--- src/rtl/ntt_bfu_pipe.sv ---
// Pipelined modular butterfly (CT forward / GS inverse) for the NTT datapath.
// Register ranks: S1 operands, S2 product, S3 Barrett remainder, S4 reduced
// twiddle product, then the output register (x/y). An op accepted at edge N
// therefore drives out_valid after edge N+4.
module ntt_bfu_pipe #(
  parameter int unsigned DW = 14,
  parameter int unsigned Q  = 12289
) (
  input  logic          clk,
  input  logic          rst,
  input  logic          in_valid,
  input  logic          in_mode,
  input  logic [DW-1:0] in_a,
  input  logic [DW-1:0] in_b,
  input  logic [DW-1:0] in_w,
  output logic          out_valid,
  output logic [DW-1:0] out_x,
  output logic [DW-1:0] out_y,
  output logic          busy,
  output logic          err
);

  localparam int unsigned     PW     = 2 * DW;
  localparam longint unsigned MU_VAL = (64'd1 << PW) / Q;
  localparam logic [2*PW:0]   MU     = (2*PW+1)'(MU_VAL);
  localparam logic [PW:0]     QQ     = (PW+1)'(Q);
  localparam logic [DW:0]     QE     = (DW+1)'(Q);

  function automatic logic [DW-1:0] add_mod(input logic [DW-1:0] a, input logic [DW-1:0] b);
    logic [DW:0] s;
    s = {1'b0, a} + {1'b0, b};
    if (s >= QE) s = s - QE;
    return s[DW-1:0];
  endfunction

  function automatic logic [DW-1:0] sub_mod(input logic [DW-1:0] a, input logic [DW-1:0] b);
    logic [DW:0] d;
    d = {1'b0, a} - {1'b0, b};
    if (a < b) d = d + QE;
    return d[DW-1:0];
  endfunction

  // stage registers
  logic          v1, v2, v3, v4;
  logic          m1, m2, m3, m4;
  logic [DW-1:0] a1, b1, w1, a2, a3, a4;
  logic [PW-1:0] p2;
  logic [DW:0]   r3;
  logic [DW-1:0] t4;

  // combinational stage logic
  logic [DW-1:0] s2_s, s2_m;
  logic [PW:0]   qhat;
  logic [DW:0]   r_raw;
  logic [DW-1:0] t_red;
  logic [DW-1:0] x_next, y_next;
  logic          bad_in;

  // S2 butterfly pre-processing: GS folds the add/sub in before the multiply
  always_comb begin
    s2_s = add_mod(a1, b1);
    s2_m = m1 ? sub_mod(a1, b1) : b1;
  end

  // Barrett: quotient estimate is at most one short, so r_raw lies in [0, 2Q);
  // only the low DW+1 bits of p - qhat*Q are needed for the remainder
  always_comb begin
    qhat  = (PW+1)'(((2*PW+1)'(p2) * MU) >> PW);
    r_raw = (DW+1)'((PW+1)'(p2) - qhat * QQ);
  end

  // S4 conditional subtract and final butterfly combination
  always_comb begin
    t_red  = (r3 >= QE) ? DW'(r3 - QE) : r3[DW-1:0];
    x_next = m4 ? a4 : add_mod(a4, t4);
    y_next = m4 ? t4 : sub_mod(a4, t4);
  end

  // range check on accepted operands
  always_comb begin
    bad_in = in_valid && (({1'b0, in_a} >= QE) || ({1'b0, in_b} >= QE) || ({1'b0, in_w} >= QE));
  end

  // pipeline valid/mode/data registers, flushed by reset
  always_ff @(posedge clk or posedge rst) begin
    if (rst) begin
      v1 <= 1'b0; v2 <= 1'b0; v3 <= 1'b0; v4 <= 1'b0;
      m1 <= 1'b0; m2 <= 1'b0; m3 <= 1'b0; m4 <= 1'b0;
      a1 <= '0; b1 <= '0; w1 <= '0;
      a2 <= '0; p2 <= '0;
      a3 <= '0; r3 <= '0;
      a4 <= '0; t4 <= '0;
    end else begin
      v1 <= in_valid; m1 <= in_mode;
      a1 <= in_a; b1 <= in_b; w1 <= in_w;
      v2 <= v1; m2 <= m1;
      a2 <= m1 ? s2_s : a1;
      p2 <= PW'(s2_m) * PW'(w1);
      v3 <= v2; m3 <= m2; a3 <= a2; r3 <= r_raw;
      v4 <= v3; m4 <= m3; a4 <= a3; t4 <= t_red;
    end
  end

  // output register: results hold while no valid op leaves S4
  always_ff @(posedge clk or posedge rst) begin
    if (rst) begin
      out_valid <= 1'b0;
      out_x     <= '0;
      out_y     <= '0;
    end else begin
      out_valid <= v4;
      if (v4) begin
        out_x <= x_next;
        out_y <= y_next;
      end
    end
  end

  // sticky out-of-range flag
  always_ff @(posedge clk or posedge rst) begin
    if (rst) err <= 1'b0;
    else if (bad_in) err <= 1'b1;
  end

  assign busy = v1 | v2 | v3 | v4;

endmodule

--- config.mk ---
export PLATFORM = sky130hd
export DESIGN_NAME = ntt_bfu_pipe
export DESIGN_NICKNAME = d
export VERILOG_FILES = /design/src/rtl/ntt_bfu_pipe.sv
export SDC_FILE = /design/constraint.sdc
export NUM_CORES = 1
export LEC_CHECK = 0
export ABC_AREA = 1
export CAP_MARGIN = 10
export CORE_UTILIZATION = 35
export DETAILED_ROUTE_END_ITERATION = 10
export DONT_BUFFER_PORTS = 1
export PLACE_DENSITY_LB_ADDON = 0.2
export SLEW_MARGIN = 0
export SYNTH_ARGS = -nofsm -noshare
export SYNTH_HDL_FRONTEND = slang
export SYNTH_SLANG_ARGS = --single-unit
--- constraint.sdc ---
create_clock -name clk -period 9.5 [get_ports clk]
set_input_delay 0.95 -clock clk [delete_from_list [all_inputs] [get_ports clk]]
set_output_delay 0.95 -clock clk [all_outputs]
set_load 0.02 [all_outputs]
==> run_results.csv, run 1 <==
group,metric,value,unit
global_route,grt.total_usage,18.9,%
final_layout,diodes,0,
timing,tightest_slew,0.952,ns
setup_path,r2r_cells,38,
clocking,post-cts-setup-buffer-count,0,
logic_synthesis,yosysSeqAreaShare,16.9,%
setup_path,critPathArrivalTime,9.26,ns
logic_synthesis,synth_edf_count,0,
logic_synthesis,synth_area_per_cell,8.00,sq um
logic_synthesis,synth_most_common_cell,"inv_1",
detailed_routing,drt-pass1-iter-count,5,
detailed_routing,vias,20300,
setup_path,cp_max_fo,7,
floorplanning,ios,77,
timing,rsz0062_at_grt,"no",
clocking,htree_num_levels,4,
clocking,cts.sinks,179,
logic_synthesis,yosys_warnings,0,
final_layout,fin_cells,4267,
min_path,hold_depth,0,
final_layout,largest_reg_flops,28,
clocking,cts_tree,"yes",
logic_synthesis,synth_top_family_by_area,"adder cells",
floorplanning,fp.dieArea,0.0768,sq mm
clocking,cts_buffers,17,
floorplanning,rows,100,
global_route,antenna_found_initial,0,
min_path,hold_class,"reg -> reg",
clocking,clkTransAtPathRegs,0.07,ns
final_layout,top_register,"p2",
final_layout,reg_top3,"p2 x28, r3 x15",
logic_synthesis,synth_adder_area_share,40.6,%
floorplanning,initial_core_util,35.5,%
logic_synthesis,synthXorXnorAreaFrac,3.92,%
timing,finalHoldViolCount,0,
timing,period_minus_slack,8.86,ns
logic_synthesis,synth_nets,4043,
setup_path,slowest_stage,"fa_1",
timing,slew_headroom,36.4,%
final_layout,fill_cells,7844,
timing,finalCritPeriodShare,93.2,%
setup_path,required,9.91,ns
logic_synthesis,synth_compound_area_share,6.68,%
global_route,grt_pass1_vias,21200,
clocking,insertion_delay,0.49,ns
clocking,cts_resized,0,
setup_path,r2r-start,"p2[5]",
setup_path,crit_type,"reg -> reg",
logic_synthesis,synthFlopType,"dfrtp_1",
setup_path,worstSetupStartpointType,"flop",
timing,slew_viol_final,0,
status,status,"complete, no violations",
floorplanning,core_area,0.0747,sq mm
detailed_routing,viasPerCell,4.76,
setup_path,setup.worst_path.start,"p2[5]",
detailed_routing,drc,0,
place,place_congestion,0.894,
place,post-dp-hpwl,58900,microns
setup_path,worstSetupEndpointType,"flop",
logic_synthesis,async_reset_ff_share,100,%
clocking,cts_buffer_depth,2,
place,placed_cells,4235,
logic_synthesis,synth-seq-cells,179,
detailed_routing,drt_iter0_markers,1047,
final_layout,syn_to_final_growth,6.01,%
logic_synthesis,ys_top_cells_by_count,"inv_1 (720), nand2_1 (627), ha_1 (399)",
final_layout,layout-drive-gt1-share,4.37,%
clocking,root_buffer,"clkbuf_16",
run,maxCapViolCount,0,
logic_synthesis,synthMuxAreaShare,0,%
logic_synthesis,syn_area,0.0265,sq mm
logic_synthesis,ys_types,57,
logic_synthesis,synth-simple-area-share,20.1,%
setup_path,crit_top_cell,"fa_1",
global_route,grt_pass1_wl,115000,microns
timing,fin_setup_tns,0,ns
global_route,overflow,0,
timing,finClkSkew,0.0222,ns
timing,max_freq,113,MHz
detailed_routing,drt-total-wl,69100,microns
logic_synthesis,yosysTopAreaCellShare,21.8,%
global_route,grt_max_degree,117,
final_layout,nNetsFinal,4018,
logic_synthesis,synthesis.instances,3310,
timing,fin_hold_ws,0.347,ns
floorplanning,die_h,277,microns
detailed_routing,antenna_left,0,
final_layout,final_util,37.6,%
logic_synthesis,yosys-top-cells-area,"fa_1 (22%), ha_1 (19%), dfrtp_1 (17%), inv_1 (10%), nand2_1 (8.9%)",
detailed_routing,wl_per_cell,16.2,microns
logic_synthesis,yosys.area.top_type,"fa_1",
setup_path,max_stage_delay,0.54,ns
timing,setup_viol,0,
clocking,hold_buffers,0,
place,port_buffers,0,
floorplanning,fp.dieW,277,microns
min_path,min_from,"a3[6]",
==> logic make-up (layout without fill, tap and decap cells) <==
logic type / count (synthesis) / in the layout
simple gates: 1227 / 1227
buf+inv: 798 / 786
fa+ha+maj: 687 / 687
compound gates: 308 / 308
flops: 179 / 179
xor+xnor: 111 / 111
==> final cells by class <==
class	count	area (sq um)	share of cell area, %
clock inverters	14	140	0.499
repair buffers	20	150	0.535
well taps	969	1210	4.32
clock buffers	18	429	1.53
multi-input cells	2333	18900	67.3
inverters	734	2760	9.84
flip-flops and latches	179	4480	15.9
==> cell usage in the layout, fill, tap and decap left out, types with 6 or more instances in the layout <==
| master | instances |
|---|---|
| o21bai_1 | 13 |
| a31oi_1 | 10 |
| nor2_1 | 251 |
| xnor2_1 | 29 |
| or2_2 | 11 |
| inv_2 | 13 |
| nor2_2 | 12 |
| xor2_1 | 75 |
| nand3_1 | 199 |
| a21o_1 | 18 |
| fa_1 | 288 |
| nor2_4 | 6 |
| nor4_1 | 12 |
| buf_4 | 20 |
| inv_1 | 719 |
| nand3_2 | 6 |
| dfrtp_1 | 179 |
| nor3_1 | 19 |
| nand3b_1 | 8 |
| o211ai_1 | 10 |
| a21oi_1 | 146 |
| clkbuf_16 | 17 |
| or2_1 | 9 |
| nand2_1 | 627 |
| o21ai_0 | 77 |
| nand4_1 | 40 |
| o21ai_1 | 8 |
| ha_1 | 399 |
| nand2_2 | 14 |
==> through the flow <==
step	worst slack, ns	cell area, sq um
global placement	0.533	27500
detailed placement	0.466	27500
floorplan	1.05	26500
CTS	0.439	28100
finish	0.643	28100
global route	0.0480	28100
==> critical path, delay by kind of cell (launching register included) <==
family / cells / cell delay [ns]
buffers and inverters: 8 / 0.38
adder cells (fa/ha/maj): 14 / 5.86
AO/OA/AOI/OAI: 7 / 1.13
XOR/XNOR: 2 / 0.35
AND/OR/NAND/NOR: 7 / 0.56
flip-flops: 1 / 0.50
==> final timing paths <==
kind	end	slack [ns]
setup / recovery	r3[12]	0.64
hold / removal	a4[6]	0.35
setup reg to reg	r3[12]	0.64
hold reg to reg	a4[6]	0.35
max in group asynchronous	p2[11]	7.76
min in group asynchronous	out_valid	0.45
==> metal layers <==
metal / global-route usage, % / part of all wire [%] / up-vias
met1: 26.4 / 49 / 9694
met2: 30.1 / 45 / 333
met4: 5.94 / 2.7 / 0
met5: 0 / 0 / -
li1: - / - / 10200
met3: 2.62 / 3.3 / 81
Power of run 1 is not shown: default switching activity piles up to over one toggle a cycle in this logic, so the estimate is an artifact.
==> run 2, diff against run 1 <==
--- a/config.mk
+++ b/config.mk
@@ -6,6 +6,7 @@
 export NUM_CORES = 1
 export LEC_CHECK = 0
 export ABC_AREA = 1
+export ABC_CLOCK_PERIOD_IN_PS = 9500
 export CAP_MARGIN = 10
 export CORE_UTILIZATION = 35
 export DETAILED_ROUTE_END_ITERATION = 10
==> results of run 2 <==
Same layout as run 1: the final DEF is identical, and so are final timing and power.
Power of run 2 is left out for the same reason.
==> run 3, diff against run 2 <==
--- a/config.mk
+++ b/config.mk
@@ -9,8 +9,10 @@
 export ABC_CLOCK_PERIOD_IN_PS = 9500
 export CAP_MARGIN = 10
 export CORE_UTILIZATION = 35
+export CTS_CLUSTER_DIAMETER = 100
 export DETAILED_ROUTE_END_ITERATION = 10
 export DONT_BUFFER_PORTS = 1
+export GPL_ROUTABILITY_DRIVEN = 0
 export PLACE_DENSITY_LB_ADDON = 0.2
 export SLEW_MARGIN = 0
 export SYNTH_ARGS = -nofsm -noshare
==> run 3 against run 2 <==
Net effect: final cell count unchanged; count of clock-buffer cells in the layout rose by 1; global-route usage fell by 0.21 points; worst setup slack worse by 0.020 ns; critical path depth is the same; design area rose by 0.31%; non-clock buffer count is the same; die area stayed put; register-to-register slack worse by 0.02 ns; sequential cell count did not move; utilization grew 0.12 points; hold slack worse by 0.0096 ns.
==> run_results.csv, run 3 (synthesis results as in run 1) <==
group,metric,value,unit
setup_path,worstSetupStartpointType,"flop",
clocking,cts_tree,"yes",
timing,tightest_slew,0.937,ns
final_layout,final_common_cell,"inv_1",
clocking,root_buffer,"clkbuf_16",
clocking,insertion_delay,0.48,ns
run,maxCapViolCount,0,
floorplanning,core_area,0.0747,sq mm
detailed_routing,wl_per_cell,16.2,microns
detailed_routing,antenna_left,0,
timing,finalHoldViolCount,0,
setup_path,crit_top_cell,"fa_1",
detailed_routing,drc,0,
global_route,grt_max_degree,124,
floorplanning,ios,77,
detailed_routing,drt_iter0_markers,1169,
global_route,grt_pass1_vias,20900,
timing,slew_viol_final,0,
timing,finClkSkew,0.0155,ns
detailed_routing,drt-pass1-iter-count,7,
place,post-dp-hpwl,58800,microns
place,port_buffers,0,
timing,max_freq,113,MHz
final_layout,seq_area,0.00448,sq mm
min_path,hold_class,"reg -> reg",
global_route,grt_pass1_wl,113000,microns
clocking,htree_num_levels,4,
clocking,cts_buffer_depth,2,
final_layout,syn_to_final_growth,6.33,%
final_layout,layout_common_cells,"inv_1 (719), nand2_1 (627), ha_1 (399)",
setup_path,slowest_stage,"fa_1",
final_layout,layout-drive-gt1-share,4.40,%
timing,finalCritPeriodShare,93.4,%
setup_path,worstSetupEndpointType,"flop",
final_layout,reg_top3,"p2 x28, r3 x15",
floorplanning,die_h,277,microns
final_layout,multi_input_area,0.0189,sq mm
timing,setup_viol,0,
setup_path,required,9.90,ns
global_route,overflow,0,
final_layout,top_register,"p2",
floorplanning,fp.dieW,277,microns
setup_path,cp_max_fo,7,
setup_path,rrSetupSlack,0.62,ns
setup_path,crit_type,"reg -> reg",
floorplanning,rows,100,
floorplanning,initial_core_util,35.5,%
setup_path,max_stage_delay,0.54,ns
final_layout,nNetsFinal,4018,
clocking,cts_buffers,17,
timing,rsz0062_at_grt,"no",
setup_path,critPathArrivalTime,9.28,ns
status,status,"complete, no violations",
final_layout,largest_reg_flops,28,
detailed_routing,drt-total-wl,69200,microns
clocking,clkTransAtPathRegs,0.07,ns
global_route,antenna_found_initial,0,
final_layout,diodes,0,
detailed_routing,vias,20500,
floorplanning,fp.dieArea,0.0768,sq mm
timing,slew_headroom,37.5,%
clocking,hold_buffers,0,
timing,period_minus_slack,8.88,ns
timing,fin_setup_tns,0,ns
final_layout,fill_cells,7838,
clocking,cts.sinks,179,
global_route,grt.total_usage,18.7,%
detailed_routing,viasPerCell,4.81,
==> run 3: changes by cell type in the layout (fill, tap and decap cells not counted), sizes merged <==
cell,delta
bufinv,+4
clkinvlp,-4
clkinv,-2
clkbuf,+1
inv,+1
==> run 3: per-layer routing <==
metal | global-route usage, % | wire (microns) | part of all wire, %
met3 | 2.45 | 2240 | 3.2
met2 | 30.5 | 31400 | 45
met5 | 0 | 0 | 0
met4 | 5.54 | 1810 | 2.6
met1 | 25.8 | 33800 | 49
==> run 3: final timing paths <==
kind                            start       end  cells past startpoint
min in group asynchronous         rst  out_y[1]                      1
max in group asynchronous         rst    w1[11]                      2
worst min register to register  a3[6]     a4[6]                      0
worst max-delay path            p2[7]    r3[12]                     38
worst max register to register  p2[7]    r3[12]                     38
worst min-delay path            a3[6]     a4[6]                      0
==> run 3: area by class of cell <==
type | instances | share of cell area [%]
multi-input cells | 2333 | 67.1
flip-flops and latches | 179 | 15.9
inverters | 734 | 9.81
well taps | 969 | 4.30
clock buffers | 19 | 1.57
clock inverters | 13 | 0.751
repair buffers | 20 | 0.533
==> run 3: critical path, delay by kind of cell (launching register included) <==
| family | cells | cell delay [ns] |
|---|---|---|
| adder cells (fa/ha/maj) | 14 | 5.86 |
| AO/OA/AOI/OAI | 7 | 1.14 |
| AND/OR/NAND/NOR | 7 | 0.57 |
| flip-flops | 1 | 0.50 |
| buffers and inverters | 8 | 0.38 |
| XOR/XNOR | 2 | 0.34 |
==> run 3: what timing repair did <==
action	in CTS	in global routing
setup buffers	0	0
endpoints found under the setup margin	0	1
resized for setup	0	3
==> run 3: stage by stage <==
stage	setup slack (ns)	cell area [sq um]	utilization, %	instances	hold slack, ns
final	0.623	28200	37.7	4267	0.338
after global routing	0.0869	28200	37.7	4267	0.354
after CTS	0.465	28200	37.7	4267	0.341
after detailed placement	0.465	27500	36.8	4235	0.335
after global placement	0.568	27500	36.8	4235	0.332
after floorplan	1.05	26500	-	3310	0.331
Power of run 3 is left out for the same reason.
